===== config.mk =====
export PLATFORM = sky130hd
export DESIGN_NAME = riscv_core_ldalign_flat
export DESIGN_NICKNAME = d
export VERILOG_FILES = /design/src/rtl/riscv_core_lsu_pkg.sv /design/src/rtl/riscv_core_ldalign_if.sv /design/src/rtl/riscv_core_ldalign_merge.sv /design/src/rtl/riscv_core_ldalign.sv /design/src/flat_wrapper.sv
export SDC_FILE = /design/constraint.sdc
export NUM_CORES = 1
export LEC_CHECK = 0
export CORE_MARGIN = 2
export CORE_UTILIZATION = 35
export CTS_CLUSTER_DIAMETER = 200
export DETAILED_ROUTE_END_ITERATION = 7
export PLACE_DENSITY = 0.65
export SYNTH_ARGS = -nofsm -noshare
export SYNTH_HDL_FRONTEND = slang
export SYNTH_SLANG_ARGS = --single-unit

===== constraint.sdc =====
create_clock -name i_clk -period 2.35 [get_ports i_clk]
set_input_delay 0.47 -clock i_clk [delete_from_list [all_inputs] [get_ports i_clk]]
set_output_delay 0.47 -clock i_clk [all_outputs]
set_load 0.02 [all_outputs]

===== src/rtl/riscv_core_lsu_pkg.sv =====
// Shared load/store unit types: access sizes, load-align FSM states and the
// byte-count helper used by the merge datapath and the split decision.
package riscv_core_lsu_pkg;

  typedef enum logic [1:0] {
    SZ_B = 2'b00,
    SZ_H = 2'b01,
    SZ_W = 2'b10,
    SZ_D = 2'b11
  } ld_size_e;

  typedef enum logic [2:0] {
    ST_IDLE,
    ST_REQ0,
    ST_WAIT0,
    ST_REQ1,
    ST_WAIT1,
    ST_RESP
  } ld_state_e;

  function automatic logic [3:0] bytes_of(input ld_size_e size);
    case (size)
      SZ_B:    return 4'd1;
      SZ_H:    return 4'd2;
      SZ_W:    return 4'd4;
      default: return 4'd8;
    endcase
  endfunction

endpackage


===== src/rtl/riscv_core_ldalign_if.sv =====
// Load request, data bus and writeback signals of the load alignment unit.
// Signal prefixes are from the unit's point of view (i_ = into the unit).
interface riscv_core_ldalign_if #(
  parameter int XLEN   = 32,
  parameter int ADDR_W = 32
);
  logic              i_ld_valid;
  logic              o_ld_ready;
  logic [ADDR_W-1:0] i_ld_addr;
  logic [1:0]        i_ld_size;
  logic              i_ld_su_extend;
  logic [4:0]        i_ld_rd;

  logic              o_mem_req;
  logic              i_mem_gnt;
  logic [ADDR_W-1:0] o_mem_addr;
  logic              i_mem_rvalid;
  logic [XLEN-1:0]   i_mem_rdata;
  logic              i_mem_err;

  logic              o_wb_valid;
  logic              i_wb_ready;
  logic [XLEN-1:0]   o_wb_rdata;
  logic [4:0]        o_wb_rd;
  logic              o_wb_err;

  modport slave (
    input  i_ld_valid, i_ld_addr, i_ld_size, i_ld_su_extend, i_ld_rd,
    input  i_mem_gnt, i_mem_rvalid, i_mem_rdata, i_mem_err, i_wb_ready,
    output o_ld_ready, o_mem_req, o_mem_addr, o_wb_valid, o_wb_rdata, o_wb_rd, o_wb_err
  );

  modport master (
    output i_ld_valid, i_ld_addr, i_ld_size, i_ld_su_extend, i_ld_rd,
    output i_mem_gnt, i_mem_rvalid, i_mem_rdata, i_mem_err, i_wb_ready,
    input  o_ld_ready, o_mem_req, o_mem_addr, o_wb_valid, o_wb_rdata, o_wb_rd, o_wb_err
  );

endinterface


===== src/rtl/riscv_core_ldalign_merge.sv =====
// Combinational merge of two bus beats: shift the addressed bytes down to
// bit 0, keep bytes_of(size) bytes and sign- or zero-extend to XLEN.
module riscv_core_ldalign_merge
  import riscv_core_lsu_pkg::*;
#(
  parameter  int XLEN  = 32,
  localparam int OFF_W = $clog2(XLEN / 8),
  localparam int IDX_W = $clog2(2 * XLEN)
) (
  input  logic [XLEN-1:0]  beat0_i,
  input  logic [XLEN-1:0]  beat1_i,
  input  logic [OFF_W-1:0] off_i,
  input  ld_size_e         size_i,
  input  logic             su_extend_i,
  output logic [XLEN-1:0]  result_o
);

  logic [2*XLEN-1:0] shifted;
  logic [6:0]        nbits;
  logic [IDX_W-1:0]  msb_idx;
  logic [XLEN-1:0]   keep;
  logic              fill;

  always_comb begin
    shifted  = {beat1_i, beat0_i} >> {off_i, 3'b000};
    nbits    = {bytes_of(size_i), 3'b000};
    msb_idx  = IDX_W'(nbits - 7'd1);
    fill     = ~su_extend_i & shifted[msb_idx];
    // A full-width access shifts every bit out, leaving an all-ones mask.
    keep     = ~({XLEN{1'b1}} << nbits);
    result_o = (shifted[XLEN-1:0] & keep) | ({XLEN{fill}} & ~keep);
  end

endmodule


===== src/rtl/riscv_core_ldalign.sv =====
// Load alignment unit: issues one or two aligned bus reads per load, merges
// the beats and holds the extended result for writeback.
module riscv_core_ldalign
  import riscv_core_lsu_pkg::*;
#(
  parameter int XLEN   = 32,
  parameter int ADDR_W = 32
) (
  input logic                 i_clk,
  input logic                 i_rst_n,
  riscv_core_ldalign_if.slave bus
);

  localparam int                NB    = XLEN / 8;
  localparam int                OFF_W = $clog2(NB);
  localparam logic [ADDR_W-1:0] NB_A  = ADDR_W'(NB);

  ld_state_e         state_q, state_d;
  logic [ADDR_W-1:0] addr_q, addr_d;
  ld_size_e          size_q, size_d;
  logic              su_q, su_d;
  logic [4:0]        rd_q, rd_d;
  logic [XLEN-1:0]   beat0_q, beat0_d;
  logic [XLEN-1:0]   beat1_q, beat1_d;
  logic              err_q, err_d;

  logic [OFF_W-1:0]  off;
  logic [ADDR_W-1:0] aligned;
  logic              misaligned;
  logic              illegal_req;
  logic              in_resp;
  logic [XLEN-1:0]   merged;

  assign off         = addr_q[OFF_W-1:0];
  assign aligned     = {addr_q[ADDR_W-1:OFF_W], {OFF_W{1'b0}}};
  assign misaligned  = (int'(off) + int'(bytes_of(size_q))) > NB;
  assign illegal_req = (XLEN == 32) && (ld_size_e'(bus.i_ld_size) == SZ_D);

  always_comb begin
    // NOTE: every signal written here gets a default first, so no path leaves
    // a value unassigned and no latch is inferred.
    state_d = state_q;
    addr_d  = addr_q;
    size_d  = size_q;
    su_d    = su_q;
    rd_d    = rd_q;
    beat0_d = beat0_q;
    beat1_d = beat1_q;
    err_d   = err_q;
    case (state_q)
      ST_IDLE: begin
        if (bus.i_ld_valid) begin
          addr_d  = bus.i_ld_addr;
          size_d  = ld_size_e'(bus.i_ld_size);
          su_d    = bus.i_ld_su_extend;
          rd_d    = bus.i_ld_rd;
          err_d   = illegal_req;
          state_d = illegal_req ? ST_RESP : ST_REQ0;
        end
      end
      ST_REQ0: if (bus.i_mem_gnt) state_d = ST_WAIT0;
      ST_WAIT0: begin
        if (bus.i_mem_rvalid) begin
          beat0_d = bus.i_mem_rdata;
          // A faulting first beat never triggers the second read.
          if (bus.i_mem_err) begin
            err_d   = 1'b1;
            state_d = ST_RESP;
          end else begin
            state_d = misaligned ? ST_REQ1 : ST_RESP;
          end
        end
      end
      ST_REQ1: if (bus.i_mem_gnt) state_d = ST_WAIT1;
      ST_WAIT1: begin
        if (bus.i_mem_rvalid) begin
          beat1_d = bus.i_mem_rdata;
          err_d   = err_q | bus.i_mem_err;
          state_d = ST_RESP;
        end
      end
      ST_RESP: if (bus.i_wb_ready) state_d = ST_IDLE;
      default: state_d = ST_IDLE;
    endcase
  end

  always_ff @(posedge i_clk) begin
    // NOTE: the beat registers are plain flops, so they are reset with the
    // rest of the state and no stale bus data survives a reset.
    if (!i_rst_n) begin
      state_q <= ST_IDLE;
      addr_q  <= '0;
      size_q  <= SZ_B;
      su_q    <= 1'b0;
      rd_q    <= '0;
      beat0_q <= '0;
      beat1_q <= '0;
      err_q   <= 1'b0;
    end else begin
      // NOTE: non-blocking assignments so every flop samples pre-edge values.
      state_q <= state_d;
      addr_q  <= addr_d;
      size_q  <= size_d;
      su_q    <= su_d;
      rd_q    <= rd_d;
      beat0_q <= beat0_d;
      beat1_q <= beat1_d;
      err_q   <= err_d;
    end
  end

  riscv_core_ldalign_merge #(.XLEN(XLEN)) u_merge (
    .beat0_i     (beat0_q),
    .beat1_i     (beat1_q),
    .off_i       (off),
    .size_i      (size_q),
    .su_extend_i (su_q),
    .result_o    (merged)
  );

  // Outputs decode only registered state, never the bus inputs.
  assign in_resp        = (state_q == ST_RESP);
  assign bus.o_ld_ready = i_rst_n & (state_q == ST_IDLE);
  assign bus.o_mem_req  = (state_q == ST_REQ0) | (state_q == ST_REQ1);
  assign bus.o_wb_valid = in_resp;
  assign bus.o_wb_rdata = (in_resp && !err_q) ? merged : '0;
  assign bus.o_wb_rd    = in_resp ? rd_q : '0;
  assign bus.o_wb_err   = in_resp & err_q;

  always_comb begin
    bus.o_mem_addr = '0;
    if (state_q == ST_REQ0) bus.o_mem_addr = aligned;
    if (state_q == ST_REQ1) bus.o_mem_addr = aligned + NB_A;
  end

endmodule


===== src/flat_wrapper.sv =====
// flat-port wrapper written by rule: the top's interface ports become plain ports
module riscv_core_ldalign_flat import riscv_core_lsu_pkg::*;
#(
  parameter int XLEN   = 32,
  parameter int ADDR_W = 32
)
  (i_clk, i_rst_n, bus_i_ld_valid, bus_i_ld_addr, bus_i_ld_size, bus_i_ld_su_extend, bus_i_ld_rd, bus_i_mem_gnt, bus_i_mem_rvalid, bus_i_mem_rdata, bus_i_mem_err, bus_i_wb_ready, bus_o_ld_ready, bus_o_mem_req, bus_o_mem_addr, bus_o_wb_valid, bus_o_wb_rdata, bus_o_wb_rd, bus_o_wb_err);
  riscv_core_ldalign_if #(.XLEN(XLEN), .ADDR_W(ADDR_W)) bus_i ();
  input logic i_clk;
  input logic i_rst_n;
  input wire logic [$bits(bus_i.i_ld_valid)-1:0] bus_i_ld_valid;
  input wire logic [$bits(bus_i.i_ld_addr)-1:0] bus_i_ld_addr;
  input wire logic [$bits(bus_i.i_ld_size)-1:0] bus_i_ld_size;
  input wire logic [$bits(bus_i.i_ld_su_extend)-1:0] bus_i_ld_su_extend;
  input wire logic [$bits(bus_i.i_ld_rd)-1:0] bus_i_ld_rd;
  input wire logic [$bits(bus_i.i_mem_gnt)-1:0] bus_i_mem_gnt;
  input wire logic [$bits(bus_i.i_mem_rvalid)-1:0] bus_i_mem_rvalid;
  input wire logic [$bits(bus_i.i_mem_rdata)-1:0] bus_i_mem_rdata;
  input wire logic [$bits(bus_i.i_mem_err)-1:0] bus_i_mem_err;
  input wire logic [$bits(bus_i.i_wb_ready)-1:0] bus_i_wb_ready;
  output wire logic [$bits(bus_i.o_ld_ready)-1:0] bus_o_ld_ready;
  output wire logic [$bits(bus_i.o_mem_req)-1:0] bus_o_mem_req;
  output wire logic [$bits(bus_i.o_mem_addr)-1:0] bus_o_mem_addr;
  output wire logic [$bits(bus_i.o_wb_valid)-1:0] bus_o_wb_valid;
  output wire logic [$bits(bus_i.o_wb_rdata)-1:0] bus_o_wb_rdata;
  output wire logic [$bits(bus_i.o_wb_rd)-1:0] bus_o_wb_rd;
  output wire logic [$bits(bus_i.o_wb_err)-1:0] bus_o_wb_err;
  assign bus_i.i_ld_valid = bus_i_ld_valid;
  assign bus_i.i_ld_addr = bus_i_ld_addr;
  assign bus_i.i_ld_size = bus_i_ld_size;
  assign bus_i.i_ld_su_extend = bus_i_ld_su_extend;
  assign bus_i.i_ld_rd = bus_i_ld_rd;
  assign bus_i.i_mem_gnt = bus_i_mem_gnt;
  assign bus_i.i_mem_rvalid = bus_i_mem_rvalid;
  assign bus_i.i_mem_rdata = bus_i_mem_rdata;
  assign bus_i.i_mem_err = bus_i_mem_err;
  assign bus_i.i_wb_ready = bus_i_wb_ready;
  assign bus_o_ld_ready = bus_i.o_ld_ready;
  assign bus_o_mem_req = bus_i.o_mem_req;
  assign bus_o_mem_addr = bus_i.o_mem_addr;
  assign bus_o_wb_valid = bus_i.o_wb_valid;
  assign bus_o_wb_rdata = bus_i.o_wb_rdata;
  assign bus_o_wb_rd = bus_i.o_wb_rd;
  assign bus_o_wb_err = bus_i.o_wb_err;
  riscv_core_ldalign #(.XLEN(XLEN), .ADDR_W(ADDR_W)) u_core (.i_clk(i_clk), .i_rst_n(i_rst_n), .bus(bus_i));
endmodule

# Yosys cells after proc, flatten, opt, wreduce, memory -nomap -nowiden
# Index checks and enable logic that the tools add are counted.
# totals
output_inout_bits	73
ff_bits	108
input_bits	79
elab_cells	73
# classes
n_reduce_logical	10
bitwise	11
eq_ne	15
order_cmp	2
add_sub_neg	3
muxes	22
shifts	2
# op_table
operator	count
$mux W32	3
$and A32 B32 Y32	2
$not A32 Y32	2
$shr A64 B5 Y64	1
$add A32 B3 Y32 const B	1
$gt A32 B4 Y1 const B	1
$or A32 B32 Y32	1
$shl A32 B7 Y32 const A	1
$mux W3	9
$pmux W3 S6	1
$ne A2 B2 Y1 const B	7
$pmux W4 S3	1
$lt A6 B7 Y1 const B	1
$bmux W1 S6	1
$eq A3 B2 Y1 const B	2
$eq A3 B3 Y1 const B	2
$reduce_and A2 Y1	3
$reduce_and A6 Y1	1
$sub A6 B1 Y6 const B	1
$add A2 B4 Y5	1
$mux W1	5
$mux W5	1
$reduce_and A5 Y1	1
$eq A2 B2 Y1 const B	2
11 further kinds	14

# Depth between registers and ports, before layout
# Gate-level depths: netlist of run 1.
# logic_depth
depth_word	9
ltp_mapped	9
depth_no_buf	8

# Hierarchy
# A second synthesis of run 1 with hierarchy kept.
# hier_totals
cells_unflattened	805
hier_area_um2	6394.9
# by_module_without_submodules
mod	instances	area_each_um2	cells_per_inst	seq_area_each_um2
riscv_core_ldalign	1	5275.1	688	2162.1
riscv_core_ldalign_merge	1	1119.8	117	0.0

# Least setup slack after synthesis of run 1
# OpenSTA, ideal clock, no wires.
# synth_timing
path_kind	reg-to-reg
startpoint	reg u_core.size_q[1]
endpoint	reg u_core.state_q[1]
setup_slack_ns	-0.150
stages_incl_launch_ff	10
path_buffers	1
required_time_ns	2.276
setup_ns	0.074
period_less_slack_ns	2.500
arrival_ns	2.426
cell_sequence	dfxtp_1 > or2_2 > clkbuf_1 > inv_1 > ha_1 > fa_1 > nor2_1 > o32a_1 > or4_1 > a31oi_1
# synth_via
elab_chain_len	8
word_cells_on_any_way	10
cone_classes	add/sub (1); order compare (1); eq/ne (2); mux (5); reduce/logical (1)
# synth_lines
element	line_no	source
from (decl)	riscv_core_ldalign.sv:20	ld_size_e size_q, size_d;
from (signal assigned)	riscv_core_ldalign.sv:103	size_q <= size_d;
$eq A2 B2 Y1, or another cell as far along	riscv_core_lsu_pkg.sv:22	case (size)
$pmux W4 S3 (*)	riscv_core_lsu_pkg.sv:22	
$add A2 B4 Y5 (*)	riscv_core_ldalign.sv:36	assign misaligned = (int'(off) + int'(bytes_of(size_q))) > NB;
$gt A32 B4 Y1 (*)	riscv_core_ldalign.sv:36	
$mux W3 (*)	riscv_core_ldalign.sv:70	state_d = misaligned ? ST_REQ1 : ST_RESP;
$mux W3 (*)	riscv_core_ldalign.sv:66	if (bus.i_mem_err) begin
$mux W3 (*)	riscv_core_ldalign.sv:63	if (bus.i_mem_rvalid) begin
$pmux W3 S6 (*)	riscv_core_ldalign.sv:50	case (state_q)
to (signal assigned)	riscv_core_ldalign.sv:101	state_q <= state_d;
to (decl)	riscv_core_ldalign.sv:18	ld_state_e state_q, state_d;
# Every way passes the cells marked *; elsewhere a longest branch is shown, timed or not. The select of a mux whose other input is x is not followed.
# A chain may end at the register's enable or synchronous reset.

# Final worst setup path of run 1
# layout_timing
startpoint	reg u_core.addr_q[6]
endpoint	out bus_o_mem_addr[21]
# layout_via
elab_chain_len	2
# layout_lines
element	line_no	source
from (decl)	riscv_core_ldalign.sv:19	logic [ADDR_W-1:0] addr_q, addr_d;
from (signal assigned)	riscv_core_ldalign.sv:102	addr_q <= addr_d;
$add A32 B3 Y32	riscv_core_ldalign.sv:133	if (state_q == ST_REQ1) bus.o_mem_addr = aligned + NB_A;
$mux W32	riscv_core_ldalign.sv:133	
to (decl)	flat_wrapper.sv:23	output wire logic [$bits(bus_i.o_mem_addr)-1:0] bus_o_mem_addr;
# Every way passes these cells.

==> results of run 1 <==
synth_stat cells (all sizes together), types with 2 or more instances:
cell | number | area (µm²)
or3 | 4 | 26.3
a21oi | 127 | 636
dfxtp | 100 | 2000
a41o | 4 | 40.0
or4 | 10 | 75.1
nor2b | 3 | 18.8
nand2 | 227 | 852
mux2i | 31 | 310
and2 | 5 | 31.3
nor4 | 7 | 43.8
mux4 | 2 | 45.0
nand4 | 12 | 96.3
a211oi | 9 | 67.6
o31ai | 7 | 52.6
clkbuf | 53 | 203
or2 | 2 | 12.5
and4 | 4 | 36.3
mux2 | 15 | 169
nor2 | 35 | 131
xnor2 | 6 | 52.6
o21ai | 39 | 195
ha | 3 | 37.5
buf | 10 | 65.1
xor2 | 4 | 35.0
nor3 | 4 | 20.0
and3 | 9 | 56.3
nor3b | 2 | 15.0
nand3 | 13 | 65.1
nand2b | 8 | 50.1
a31oi | 5 | 31.3
inv | 9 | 33.8
placed cells by master, fill, tap and decap left out, types with 4 or more instances in the layout:
cell,count
sky130_fd_sc_hd__nand2_1,227
sky130_fd_sc_hd__a21oi_1,110
sky130_fd_sc_hd__buf_4,109
sky130_fd_sc_hd__dfxtp_1,79
sky130_fd_sc_hd__clkdlybuf4s50_1,78
sky130_fd_sc_hd__buf_6,49
sky130_fd_sc_hd__nor2_1,31
sky130_fd_sc_hd__mux2i_1,30
sky130_fd_sc_hd__o21ai_0,18
sky130_fd_sc_hd__dfxtp_2,18
sky130_fd_sc_hd__mux2_2,14
sky130_fd_sc_hd__clkbuf_2,12
sky130_fd_sc_hd__o21ai_2,11
sky130_fd_sc_hd__buf_12,11
sky130_fd_sc_hd__nand4_1,10
sky130_fd_sc_hd__nand3_1,10
sky130_fd_sc_hd__or4_4,10
sky130_fd_sc_hd__a21oi_2,10
sky130_fd_sc_hd__and3_1,9
sky130_fd_sc_hd__clkbuf_16,9
sky130_fd_sc_hd__nand2b_1,8
sky130_fd_sc_hd__dlygate4sd2_1,8
sky130_fd_sc_hd__a21oi_4,7
sky130_fd_sc_hd__a211oi_2,7
sky130_fd_sc_hd__xnor2_1,6
sky130_fd_sc_hd__o21ai_4,6
sky130_fd_sc_hd__inv_1,5
sky130_fd_sc_hd__nor4_4,5
sky130_fd_sc_hd__and2_1,5
sky130_fd_sc_hd__inv_2,4
sky130_fd_sc_hd__a41o_1,4
sky130_fd_sc_hd__o31ai_1,4
sky130_fd_sc_hd__xor2_1,4
sky130_fd_sc_hd__o21ai_1,4
sky130_fd_sc_hd__inv_6,4
sky130_fd_sc_hd__buf_2,4
final cells by class:
type	instances	area, µm²	share of cell area [%]
multi-input cells	610	3910	42.5
repair buffers	278	2650	28.8
flip-flops and latches	100	2040	22.2
well taps	216	270	2.94
clock buffers	9	225	2.45
clock inverters	7	63.8	0.694
inverters	9	33.8	0.368
diodes	1	2.50	0.0272
metal layers:
layer / wire (µm) / vias up / part of all wire, %
met5: 0 / - / 0
met4: 452 / 0 / 2.3
met3: 931 / 31 / 4.8
met2: 9160 / 199 / 47
met1: 8760 / 2983 / 45
li1: - / 3154 / -
registers in the layout, summed over array words and instances, names as in the netlist:
| name | count |
|---|---|
| u_core.rd_q | 5 |
| u_core.err_q | 1 |
| u_core.su_q | 1 |
| u_core.beat1_q | 24 |
| u_core.state_q | 3 |
| u_core.beat0_q | 32 |
| u_core.size_q | 2 |
| u_core.addr_q | 32 |
cell families after synthesis:
kind of cell	count (synthesis)	share of synthesized area, %
adder cells (fa/ha/maj)	4	1.02
multiplexers	48	9.33
other	1	0.0667
flip-flops	100	35.6
AO/OA/AOI/OAI	196	19.0
XOR/XNOR	10	1.56
AND/OR/NAND/NOR	350	28.1
buffers and inverters	72	5.37
worst register-to-register path, delay by kind of cell, from the launching register on:
family                   cells  cell delay [ns]
adder cells (fa/ha/maj)      2             0.71
AND/OR/NAND/NOR              2             0.54
AO/OA/AOI/OAI                2             0.47
flip-flops                   1             0.37
buffers and inverters        1             0.16
power breakdown:
group / leakage [nW] / internal [mW] / switching, mW
registers: 0.822 / 1.81 / 0.0824
clock network: 0.143 / 0.746 / 0.735
logic: 2.54 / 0.701 / 0.798
per-stage QoR:
stage               power, mW  area [µm²]  worst slack [ns]
detailed placement       3.26        8110            -0.499
global route             5.12        9190            -0.361
global placement         3.25        8110            -0.485
floorplan                2.63        5740           -0.0483
finish                   4.87        9190            -0.310
CTS                      4.80        8890            -0.313
repair_timing:
| item | 4_1_cts | 5_1_grt |
|---|---|---|
| gates resized for setup | 403 | 103 |
| buffers inserted | 14 | 14 |
| endpoints found under the setup margin | 72 | 64 |
| endpoints found under the hold margin | 0 | 0 |
| pin swaps | 14 | 19 |
| gates cloned | 3 | 0 |
worst max path at each step:
stage / from / end / slack, ns / depth (start not counted)
finish: u_core.addr_q[6] / bus_o_mem_addr[21] / -0.31 / 6
global route: u_core.addr_q[6] / bus_o_mem_addr[19] / -0.36 / 6
CTS: u_core.addr_q[6] / bus_o_mem_addr[19] / -0.31 / 6
detailed placement: u_core.addr_q[2] / bus_o_mem_addr[22] / -0.50 / 7
global placement: u_core.addr_q[2] / bus_o_mem_addr[18] / -0.49 / 7
floorplan: u_core.size_q[1] / u_core.state_q[1] / -0.05 / 9
==> results by stage, run 1 <==
Run status:
- The run finished, with violations left.
- The checks that failed: negative setup slack.

Global routing:
- The number of global-route vias before repair is 5720.
- Entering global routing, the biggest net connects 50 pins.
- For met3 alone, demand over resource in global routing was 4.19%.
- The total overflow left after global routing is 0.
- The met1 usage in global routing is 29.7%.
- In the global route stage, overall resource usage came out at 21.9%.
- The initial antenna violation count was 0.
- The global-route met2 utilization is 35.1%.
- The first global-routing pass estimated 29400 µm of wire.
- The layer with the highest usage is met2.

Synthesis:
- The count of different cell masters after synthesis is 53.
- In the synthesized netlist, the number of instances is 781.
- The mean instance size in the synthesized netlist is 7.19 µm².
- Yosys printed 0 warnings.
- The number of synthesized register bits is 100.
- The primary flip-flop cell chosen by synthesis mapping is sky130_fd_sc_hd__dfxtp_1.
- The number of flops mapped to enable cells by yosys is 0.
- The area of the mapped netlist is 5620 µm².
- Sequential cells were found to cover 35.6% of the synthesized design area.
- In the synthesized netlist the async set-or-reset flop fraction comes to 0%.

STA:
- The final critical-path share of the clock period is 113%.
- Setup repair after global routing could not meet its margin everywhere.
- In the post-route analysis, the smallest setup slack over all paths is -0.310 ns.
- For the final routed database, the setup TNS stands at -6.91 ns.
- The final critical path time including I/O delays and setup is 2.66 ns.
- Derived from the worst setup path, the maximum achievable clock frequency is 0.376 GHz.
- Between clock sinks in the finished design, the worst skew comes to 0.00780 ns.
- The worst hold slack after final layout is 0.452 ns.
- The number of max-slew violations in the final report is 0.
- The hold violation count in the final report was 0.
- Setup violations remaining at the end of the flow were counted as 41.

Final layout:
- Cells with a size suffix above 1 make up 33.4% of the layout.
- Measured on the finished design, the core utilization comes to 58.3%.
- The non-filler instance count after layout is 1230.
- The synthesis-to-layout area growth is 63.5%.
- The number of inserted filler cells in the final layout is 1446.
- The final net count is 1091.

Drt:
- After detailed routing, the number of remaining DRC violations is 0.
- The final wirelength is 19300 µm.
- The number of vias per cell after detailed routing is 5.18.
- The first detailed-routing pass took 5 iterations.
- In this run the remaining antenna-violating nets after routing total 0.
- The via total after detailed routing is 6367.
- The average wire per cell in the routed design is 15.7 µm.
- The count of routing violations after the opening detailed-route iteration is 411.

Pwr:
- In this run the power density over the cells is 530 nW/µm².
- The analysis attributes to cell leakage a power of 3.50 nW.
- The peak supply drop is 0.000447 V.

Clock tree:
- The clock slew at the register clock pins of the worst setup and hold paths is 0.07 ns.
- The level count of the clock H-tree is 3.
- Counting the buffers created by CTS gives 9.
- TritonCTS built the clock tree.
- The number of buffers on the longest clock path is 2.
- The tree is rooted in a sky130_fd_sc_hd__clkbuf_16.
- The cts-stage hold buffer count is 0.
- The clock insertion delay at the later pin of the skew report is 0.35 ns.
- The tree built by TritonCTS fans out to 100 sinks.

Critical path:
- The slowest stage of the critical path belongs to the cell sky130_fd_sc_hd__or4_4.
- Counting cells, the worst reg-to-reg path comes to 7.
- The endpoint identified for the worst register-to-register timing path is u_core.state_q[1].
- The startpoint of the most critical register-to-register path is u_core.addr_q[0].
- The worst setup path is launched from a register.
- Broken down by cell family, the worst path's largest delay share belongs to simple AND/OR/NAND/NOR gates.
- Walking the worst path, the cells encountered are nand4_4 > or4_4 > buf_6 > or4_4 > a21oi_4 > buf_6.
- Across all register-to-register paths, the minimum setup slack is 0.03 ns.
- The critical path contains buffers and inverters numbering 2 combined.
- Of all nets on the critical path, the largest fanout is 5.
- On the worst path, the slowest cell contributes a delay of 0.53 ns.
- The required time reported for the critical path endpoint is 1.88 ns.
- The type of the worst setup path is register to primary output.
- The critical path data arrival time is 2.19 ns.
- The worst setup path is captured at a primary output.

Die:
- The area of the core region is 15800 µm².
- The die covers 17100 µm².
- The height of the chip is 131 µm.
- Pin placement for this block handled 152 I/O pins.
- Once the floorplan was initialized, standard cells occupied 35.6% of the core.
- In this run the horizontal extent of the chip is 131 µm.
- Row generation in the floorplan step produced 46 rows.

Placed design:
- Summed over all nets, the half-perimeter wirelength after detailed placement is 13300 µm.
- During placement, the flow inserted port buffers numbering 149.
- The weighted congestion reported at the end of routability-driven placement is 0.888.
- After detailed placement, the design holds a cell count of 1187.

Min path:
- The min-delay analysis places its worst path in the category register to register.
- The startpoint identified for the worst hold timing path is u_core.rd_q[0].
- The number of cells traversed by the worst hold path is 2.
- The terminating pin of the worst hold path is u_core.rd_q[0].

Job:
- Across the run, the number of max-cap violations was 0.
No activity file was read; power rests on OpenSTA's default activity.
==> run 2, diff against run 1 <==
--- a/config.mk
+++ b/config.mk
@@ -9,7 +9,8 @@
 export CORE_UTILIZATION = 35
 export CTS_CLUSTER_DIAMETER = 200
 export DETAILED_ROUTE_END_ITERATION = 7
-export PLACE_DENSITY = 0.65
+export PLACE_DENSITY = 0.64
 export SYNTH_ARGS = -nofsm -noshare
 export SYNTH_HDL_FRONTEND = slang
+export SYNTH_HIERARCHICAL = 1
 export SYNTH_SLANG_ARGS = --single-unit
==> run 2 against run 1 <==
Net effect: the flow still finishes with violations (negative setup slack); register-to-register slack better by 0.08 ns; worst setup slack got worse by 0.12 ns; sequential share of layout area shrank 1.3 points; global-route usage up 0.69 points; die area is 8.5% higher; core utilization is 1.9 points lower; combinational power rose by 5%; total power is 0.22% lower; clock skew decreased by 0.0012 ns; critical endpoint is now bus_o_mem_addr[26].
==> results by stage, run 2 <==
Clock tree:
- TritonCTS built the clock tree.
- The cts-stage hold buffer count is 0 (unchanged).
- The tree is rooted in a sky130_fd_sc_hd__clkbuf_16.
- The clock insertion delay at the later pin of the skew report is 0.35 ns (about the same).
- The level count of the clock H-tree came to 3 (unchanged).
- The number of clock sinks is 100 (unchanged).
- The number of buffers on the longest clock path came to 2 (unchanged).
- The clock slew at the register clock pins of the worst setup and hold paths is 0.07 ns (about the same).
- The number of buffers created by CTS is 9 (unchanged).

Die:
- The area of the core region is 17200 µm² (+8.9%).
- The starting utilization of the core area was 35.6% (about the same).
- The row count came to 48 (+4.3%).
- The die footprint was 18500 µm² (+8.5%).
- The number of placed I/O pins is 152 (unchanged).
- The chip width is 136 µm (+4.2%).
- The height of the chip is 136 µm (+4.2%).

STA:
- The slew at the pin with the worst max-slew slack is 0.600 ns.
- The final setup violation count is 47 (+15%).
- The post-route worst setup slack is -0.435 ns (-0.124 ns).
- The worst-case clock skew is 0.00664 ns (-0.00116 ns).
- The final critical-path share of the clock period is 118% (+5.3 points).
- The max-slew headroom at the worst pin is 60.0%.
- The final critical path time including I/O delays and setup came to 2.78 ns (+0.124 ns).
- The number of max-slew violations in the final report is 0 (unchanged).
- Setup repair after global routing could not meet its margin everywhere.
- The top achievable clock speed is 0.359 GHz (-4.5%).
- The hold violation count in the final report is 0 (unchanged).

Job:
- The number of max-capacitance violations reported is 0 (unchanged).

Pwr:
- The final total power is 4.86 mW (-0.22%).
- The static leakage power is 3.77 nW (+7.5%).
- The areal power density over the cells is 502 nW/µm² (-5.3%).
- The peak supply drop came to 0.000389 V (-13%).

Critical path:
- The required time reported for the critical path endpoint is 1.88 ns (about the same).
- The sort of element at the start of the critical path is a register.
- The depth of the worst register-to-register path is 9 (+2).
- The most critical setup path has its startpoint at u_core/addr_q[12].
- STA classifies the critical path endpoint as a primary output.
- The worst setup path is of the register to primary output kind.
- The maximum net fanout on the critical path is 6 (+1).
- The reg-to-reg setup timing slack is 0.11 ns (+0.08 ns).
- The startpoint of the most critical register-to-register path is u_core/addr_q[0].
- The critical path data arrival time was 2.31 ns (+0.12 ns).

Placed design:
- The weighted congestion reported at the end of routability-driven placement was 0.889 (about the same).
- The count of input and output buffers is 149 (unchanged).
- The instance area after placement came to 8390 µm² (+3.5%).
- The half-perimeter wire length after detailed placement is 13900 µm (+4.4%).

Synthesis:
- The count of mapped cells out of synthesis is 773 (-1.0%).
- The number of warnings reported in the yosys synthesis log came to 6 (+6).
- The mean instance size in the synthesized netlist is 7.91 µm² (+9.9%).
- The area of the mapped netlist is 6110 µm² (+8.8%).

Run status:
- The checks that failed: negative setup slack.
- The flow ran to the end, but the final reports show violations.

Min path:
- The number of cells traversed by the worst hold path is 2 (unchanged).
- The worst hold path begins at u_core/rd_q[1].
- The path class of the tightest hold or removal check is register to register.

Final layout:
- The number of inserted filler cells in the final layout is 1580 (+9.3%).
- The largest registers in the layout are u_core/addr_q x32, u_core/beat0_q x32, u_core/beat1_q x24.
- Leaving out fill and tap cells, the most frequent cells in the layout are 223 x sky130_fd_sc_hd__nand2_1, 100 x sky130_fd_sc_hd__buf_4, 94 x sky130_fd_sc_hd__a21boi_0.
- The most common cell after layout, fill and taps aside is sky130_fd_sc_hd__nand2_1.
- The total non-filler cell area in the finished layout was 9690 µm² (+5.4%).
- The final net count is 1095 (+0.37%).
- The area growth from synthesis to layout is 58.4%.
- The ratio of cells with drive above 1 in the final layout is 34.7% (+1.4 points).

Drt:
- The average wire per cell in the routed design came to 16.9 µm (+7.8%).
- The final wirelength is 21000 µm (+8.9%).
- The number of detailed-routing iterations run before antenna repair is 5 (unchanged).
- The post-route antenna net violation count is 0 (unchanged).
- The count of routing violations after the opening detailed-route iteration is 333 (-19%).
- The count of unresolved DRC violations after routing is 0 (unchanged).
- The number of vias per cell after detailed routing came to 5.14 (-0.80%).
- The via total after detailed routing was 6383 (+0.25%).

Global routing:
- The number of global-route vias before repair is 6163 (+7.7%).
- The initial antenna violation count is 2 (+2).
- The overall track demand over capacity in global routing came to 22.6% (+0.69 points).
- The first-pass GRT wire length is 32500 µm (+11%).
- The remaining global-route overflow is 0 (unchanged).
- The maximum number of pins on one net before global-route repair is 66 (+32%).
run 2: cell count changes in the layout (fill, tap and decap cells not counted), moves of 9 or more:
| cell | delta |
|---|---|
| sky130_fd_sc_hd__mux2_2 | -13 |
| sky130_fd_sc_hd__a21oi_1 | -105 |
| sky130_fd_sc_hd__a21boi_0 | +94 |
| sky130_fd_sc_hd__dfxtp_1 | +12 |
| sky130_fd_sc_hd__o21ai_0 | -9 |
| sky130_fd_sc_hd__buf_6 | +28 |
| sky130_fd_sc_hd__mux4_2 | +21 |
| sky130_fd_sc_hd__and2_4 | +27 |
| sky130_fd_sc_hd__nand2_2 | +19 |
| sky130_fd_sc_hd__buf_4 | -9 |
| sky130_fd_sc_hd__o21ai_2 | -9 |
| sky130_fd_sc_hd__mux2i_1 | -20 |
| sky130_fd_sc_hd__dfxtp_2 | -11 |
run 2: path summary, 6_finish.rpt:
path,endpoint
min,u_core/rd_q[1]
max,bus_o_mem_addr[26]
max reg2reg,u_core/state_q[1]
min reg2reg,u_core/rd_q[1]
run 2: through the flow:
stage	worst slack, ns	TNS, ns	hold slack (ns)	instances	util, %
3_3_place_gp	-0.531	-8.25	0.447	1169	48.9
4_1_cts	-0.523	-8.87	0.461	1227	53.8
6_report	-0.435	-9.01	0.459	1243	56.4
3_5_place_dp	-0.547	-8.74	0.452	1169	48.9
5_1_grt	-0.502	-12.47	0.483	1242	56.4
2_1_floorplan	0.0278	0	0.435	774	-
run 2: timing repair:
| action | CTS | global route |
|---|---|---|
| endpoints found under the setup margin | 69 | 60 |
| pin swaps | 24 | 36 |
| gates cloned | 3 | 1 |
| gates resized for setup | 369 | 143 |
| buffers inserted | 40 | 22 |
run 2: power by group:
| group | internal [mW] | switching, mW |
|---|---|---|
| Combinational | 0.798 | 0.780 |
| Sequential | 1.81 | 0.100 |
| Clock | 0.714 | 0.660 |
| Total | 3.32 | 1.54 |
run 2: final cells by class:
type / instances / area [µm²] / share of cell area, %
Clock buffer: 11 / 233 / 2.40
Tap cell: 225 / 282 / 2.91
Sequential cell: 100 / 2020 / 20.8
Clock inverter: 4 / 27.5 / 0.284
Multi-Input combinational cell: 598 / 4200 / 43.3
Inverter: 10 / 37.5 / 0.387
Antenna cell: 2 / 5.00 / 0.0517
Timing Repair Buffer: 293 / 2890 / 29.8
run 2: layer usage:
metal	track usage, %	vias up	wire length, µm
li1	-	3119	-
met1	29.2	3023	9000
met2	37.5	205	10200
met3	4.40	36	1300
met4	7.99	0	546
met5	0	-	0
run 2: worst max-delay path, cell delays in order, from the launching register on:
cell	delay, ns
sky130_fd_sc_hd__dfxtp_2	0.33
sky130_fd_sc_hd__nand4_1	0.12
sky130_fd_sc_hd__or4_4	0.58
sky130_fd_sc_hd__buf_12	0.15
sky130_fd_sc_hd__or4_4	0.49
sky130_fd_sc_hd__a21oi_4	0.16
sky130_fd_sc_hd__buf_6	0.13
==> run 3, diff against run 2 <==
--- a/config.mk
+++ b/config.mk
@@ -7,6 +7,7 @@
 export LEC_CHECK = 0
 export CORE_MARGIN = 2
 export CORE_UTILIZATION = 35
+export CTS_BUF_LIST = sky130_fd_sc_hd__clkbuf_8 sky130_fd_sc_hd__clkbuf_16
 export CTS_CLUSTER_DIAMETER = 200
 export DETAILED_ROUTE_END_ITERATION = 7
 export PLACE_DENSITY = 0.64
==> run 3 against run 2 <==
Net effect: the run still ends with negative setup slack left; routed wire length hardly changed; sequential power about the same; clock skew about the same; count of clock-buffer cells in the layout decreased by 2; core utilization unchanged; non-clock buffer count unchanged; critical path depth is the same; maximum frequency barely moved; cell area did not move; critical endpoint unchanged; highest routed layer unchanged.
==> results by stage, run 3 (same netlist as run 2, synthesis figures left out) <==
Run status:
- The run finished, with violations left.
- The final reports fail on negative setup slack.

Die:
- The die footprint is 18500 µm² (unchanged).
- The chip width is 136 µm (unchanged).
- The row count is 48 (unchanged).
- The number of placed I/O pins came to 152 (unchanged).
- The starting utilization of the core area is 35.6% (unchanged).
- The height of the chip came to 136 µm (unchanged).
- The area of the core region was 17200 µm² (unchanged).

Clock tree:
- The cts-stage hold buffer count is 0 (unchanged).
- The number of buffers created by CTS was 9 (unchanged).
- The clock insertion delay at the later pin of the skew report is 0.35 ns (about the same).
- TritonCTS built the clock tree.
- The number of clock sinks came to 100 (unchanged).
- The number of buffers on the longest clock path is 2 (unchanged).
- The master cell of the clock root buffer is sky130_fd_sc_hd__clkbuf_16.
- The level count of the clock H-tree is 3 (unchanged).
- The clock slew at the register clock pins of the worst setup and hold paths is 0.07 ns (about the same).

Drt:
- The count of unresolved DRC violations after routing is 0 (unchanged).
- The via total after detailed routing is 6414 (+0.49%).
- The final wirelength is 21000 µm (about the same).
- The count of routing violations after the opening detailed-route iteration came to 330 (-0.90%).
- The number of vias per cell after detailed routing is 5.16 (+0.49%).
- The post-route antenna net violation count is 0 (unchanged).
- The number of detailed-routing iterations run before antenna repair is 5 (unchanged).
- The average wire per cell in the routed design is 16.9 µm (about the same).

Placed design:
- The worst slack at placement is -0.547 ns (unchanged).
- The count of input and output buffers came to 149 (unchanged).
- The half-perimeter wire length after detailed placement is 13900 µm (unchanged).
- The instance area after placement is 8390 µm² (unchanged).
- The weighted congestion reported at the end of routability-driven placement came to 0.889 (unchanged).

Global routing:
- The overall track demand over capacity in global routing was 22.6% (unchanged).
- The initial antenna violation count was 2 (unchanged).
- The number of global-route vias before repair is 6163 (unchanged).
- The first-pass GRT wire length is 32500 µm (unchanged).
- The remaining global-route overflow is 0 (unchanged).
- The maximum number of pins on one net before global-route repair is 66 (unchanged).

STA:
- The number of max-slew violations in the final report is 0 (unchanged).
- The hold violation count in the final report is 0 (unchanged).
- Setup repair after global routing could not meet its margin everywhere.
- The post-route worst setup slack was -0.437 ns (-0.00217 ns).
- The max-slew headroom at the worst pin is 60.3% (+0.28 points).
- The final critical-path share of the clock period is 119% (about the same).
- The top achievable clock speed was 0.359 GHz (about the same).
- The slew at the pin with the worst max-slew slack is 0.596 ns (-0.00415 ns).
- The final critical path time including I/O delays and setup is 2.79 ns (+0.00217 ns).
- The worst-case clock skew came to 0.00677 ns (+0.000130 ns).
- The final setup violation count came to 47 (unchanged).

Critical path:
- The endpoint kind of the worst setup timing path is a primary output.
- The critical path data arrival time was 2.32 ns (about the same).
- The required time reported for the critical path endpoint is 1.88 ns (about the same).
- The sort of element at the start of the critical path is a register.
- The worst setup path is of the register to primary output kind.
- The maximum net fanout on the critical path is 6 (unchanged).

Pwr:
- The final total power is 4.86 mW (-0.12%).
- The peak supply drop was 0.000389 V (about the same).
- The areal power density over the cells came to 501 nW/µm² (-0.12%).
- The static leakage power is 3.78 nW (+0.22%).

Final layout:
- The synthesis-to-layout area growth is 58.4% (unchanged).
- The library cells used most frequently in the layout, excluding fill and tap cells, are 223 x sky130_fd_sc_hd__nand2_1, 100 x sky130_fd_sc_hd__buf_4, 94 x sky130_fd_sc_hd__a21boi_0.
- In the final layout, the registers with the most flip-flops are u_core/addr_q x32, u_core/beat0_q x32, u_core/beat1_q x24.
- Leaving out fill and tap cells, the most frequent cell in the layout is sky130_fd_sc_hd__nand2_1.
- The number of inserted filler cells in the final layout is 1580 (unchanged).
- The total non-filler cell area in the finished layout is 9690 µm² (unchanged).
- The ratio of cells with drive above 1 in the final layout is 34.7% (unchanged).
- The final net count is 1095 (unchanged).
- The final core area utilization was 56.4% (unchanged).

Min path:
- The worst hold-check path type is register to register.

Job:
- The number of max-capacitance violations reported came to 0 (unchanged).
run 3: final timing paths:
check	depth (start not counted)	slack [ns]	from	endpoint
min	2	0.46	u_core/rd_q[1]	u_core/rd_q[1]
max reg2reg	9	0.10	u_core/addr_q[0]	u_core/state_q[1]
max	6	-0.44	u_core/addr_q[12]	bus_o_mem_addr[26]
min reg2reg	2	0.46	u_core/rd_q[1]	u_core/rd_q[1]
run 3: critical path: stages (launching register included):
cell                      delay [ns]
sky130_fd_sc_hd__dfxtp_2        0.33
sky130_fd_sc_hd__nand4_1        0.12
sky130_fd_sc_hd__or4_4          0.58
sky130_fd_sc_hd__buf_12         0.15
sky130_fd_sc_hd__or4_4          0.49
sky130_fd_sc_hd__a21oi_4        0.16
sky130_fd_sc_hd__buf_6          0.13
run 3: report_power, final:
group          internal [mW]  total, mW  leakage (nW)  switching [mW]
Sequential              1.81       1.91         0.817           0.100
Combinational          0.798       1.58          2.82           0.779
Clock                  0.705       1.37         0.138           0.664
run 3: area by class of cell:
type / count / area, µm² / area share [%]
multi-input combinational: 598 / 4200 / 43.3
antenna: 2 / 5.00 / 0.0517
clock inverter: 6 / 35.0 / 0.362
sequential: 100 / 2020 / 20.8
clock buffer: 9 / 225 / 2.32
tap: 225 / 282 / 2.91
inverter: 10 / 37.5 / 0.387
timing repair buffer: 293 / 2890 / 29.8
run 3: stage by stage:
stage / cells / hold slack [ns] / setup TNS (ns)
after detailed placement: 1169 / 0.452 / -8.74
after global placement: 1169 / 0.447 / -8.25
after global routing: 1242 / 0.483 / -12.48
after CTS: 1227 / 0.461 / -8.87
after floorplan: 774 / 0.435 / 0
final: 1243 / 0.457 / -9.07
run 3: routing by layer:
layer / vias to the layer above / GRT usage (%) / wire length (µm)
met3: 34 / 4.40 / 1380
met1: 3046 / 29.2 / 8910
met4: 0 / 7.99 / 541
li1: 3119 / - / -
met2: 215 / 37.5 / 10200
met5: - / 0 / 0
run 3: what timing repair did:
| item | CTS | global route |
|---|---|---|
| resized for setup | 369 | 143 |
| pin swaps | 24 | 36 |
| buffers inserted | 40 | 22 |
| cloned | 3 | 1 |
| endpoints found under the setup margin | 69 | 60 |
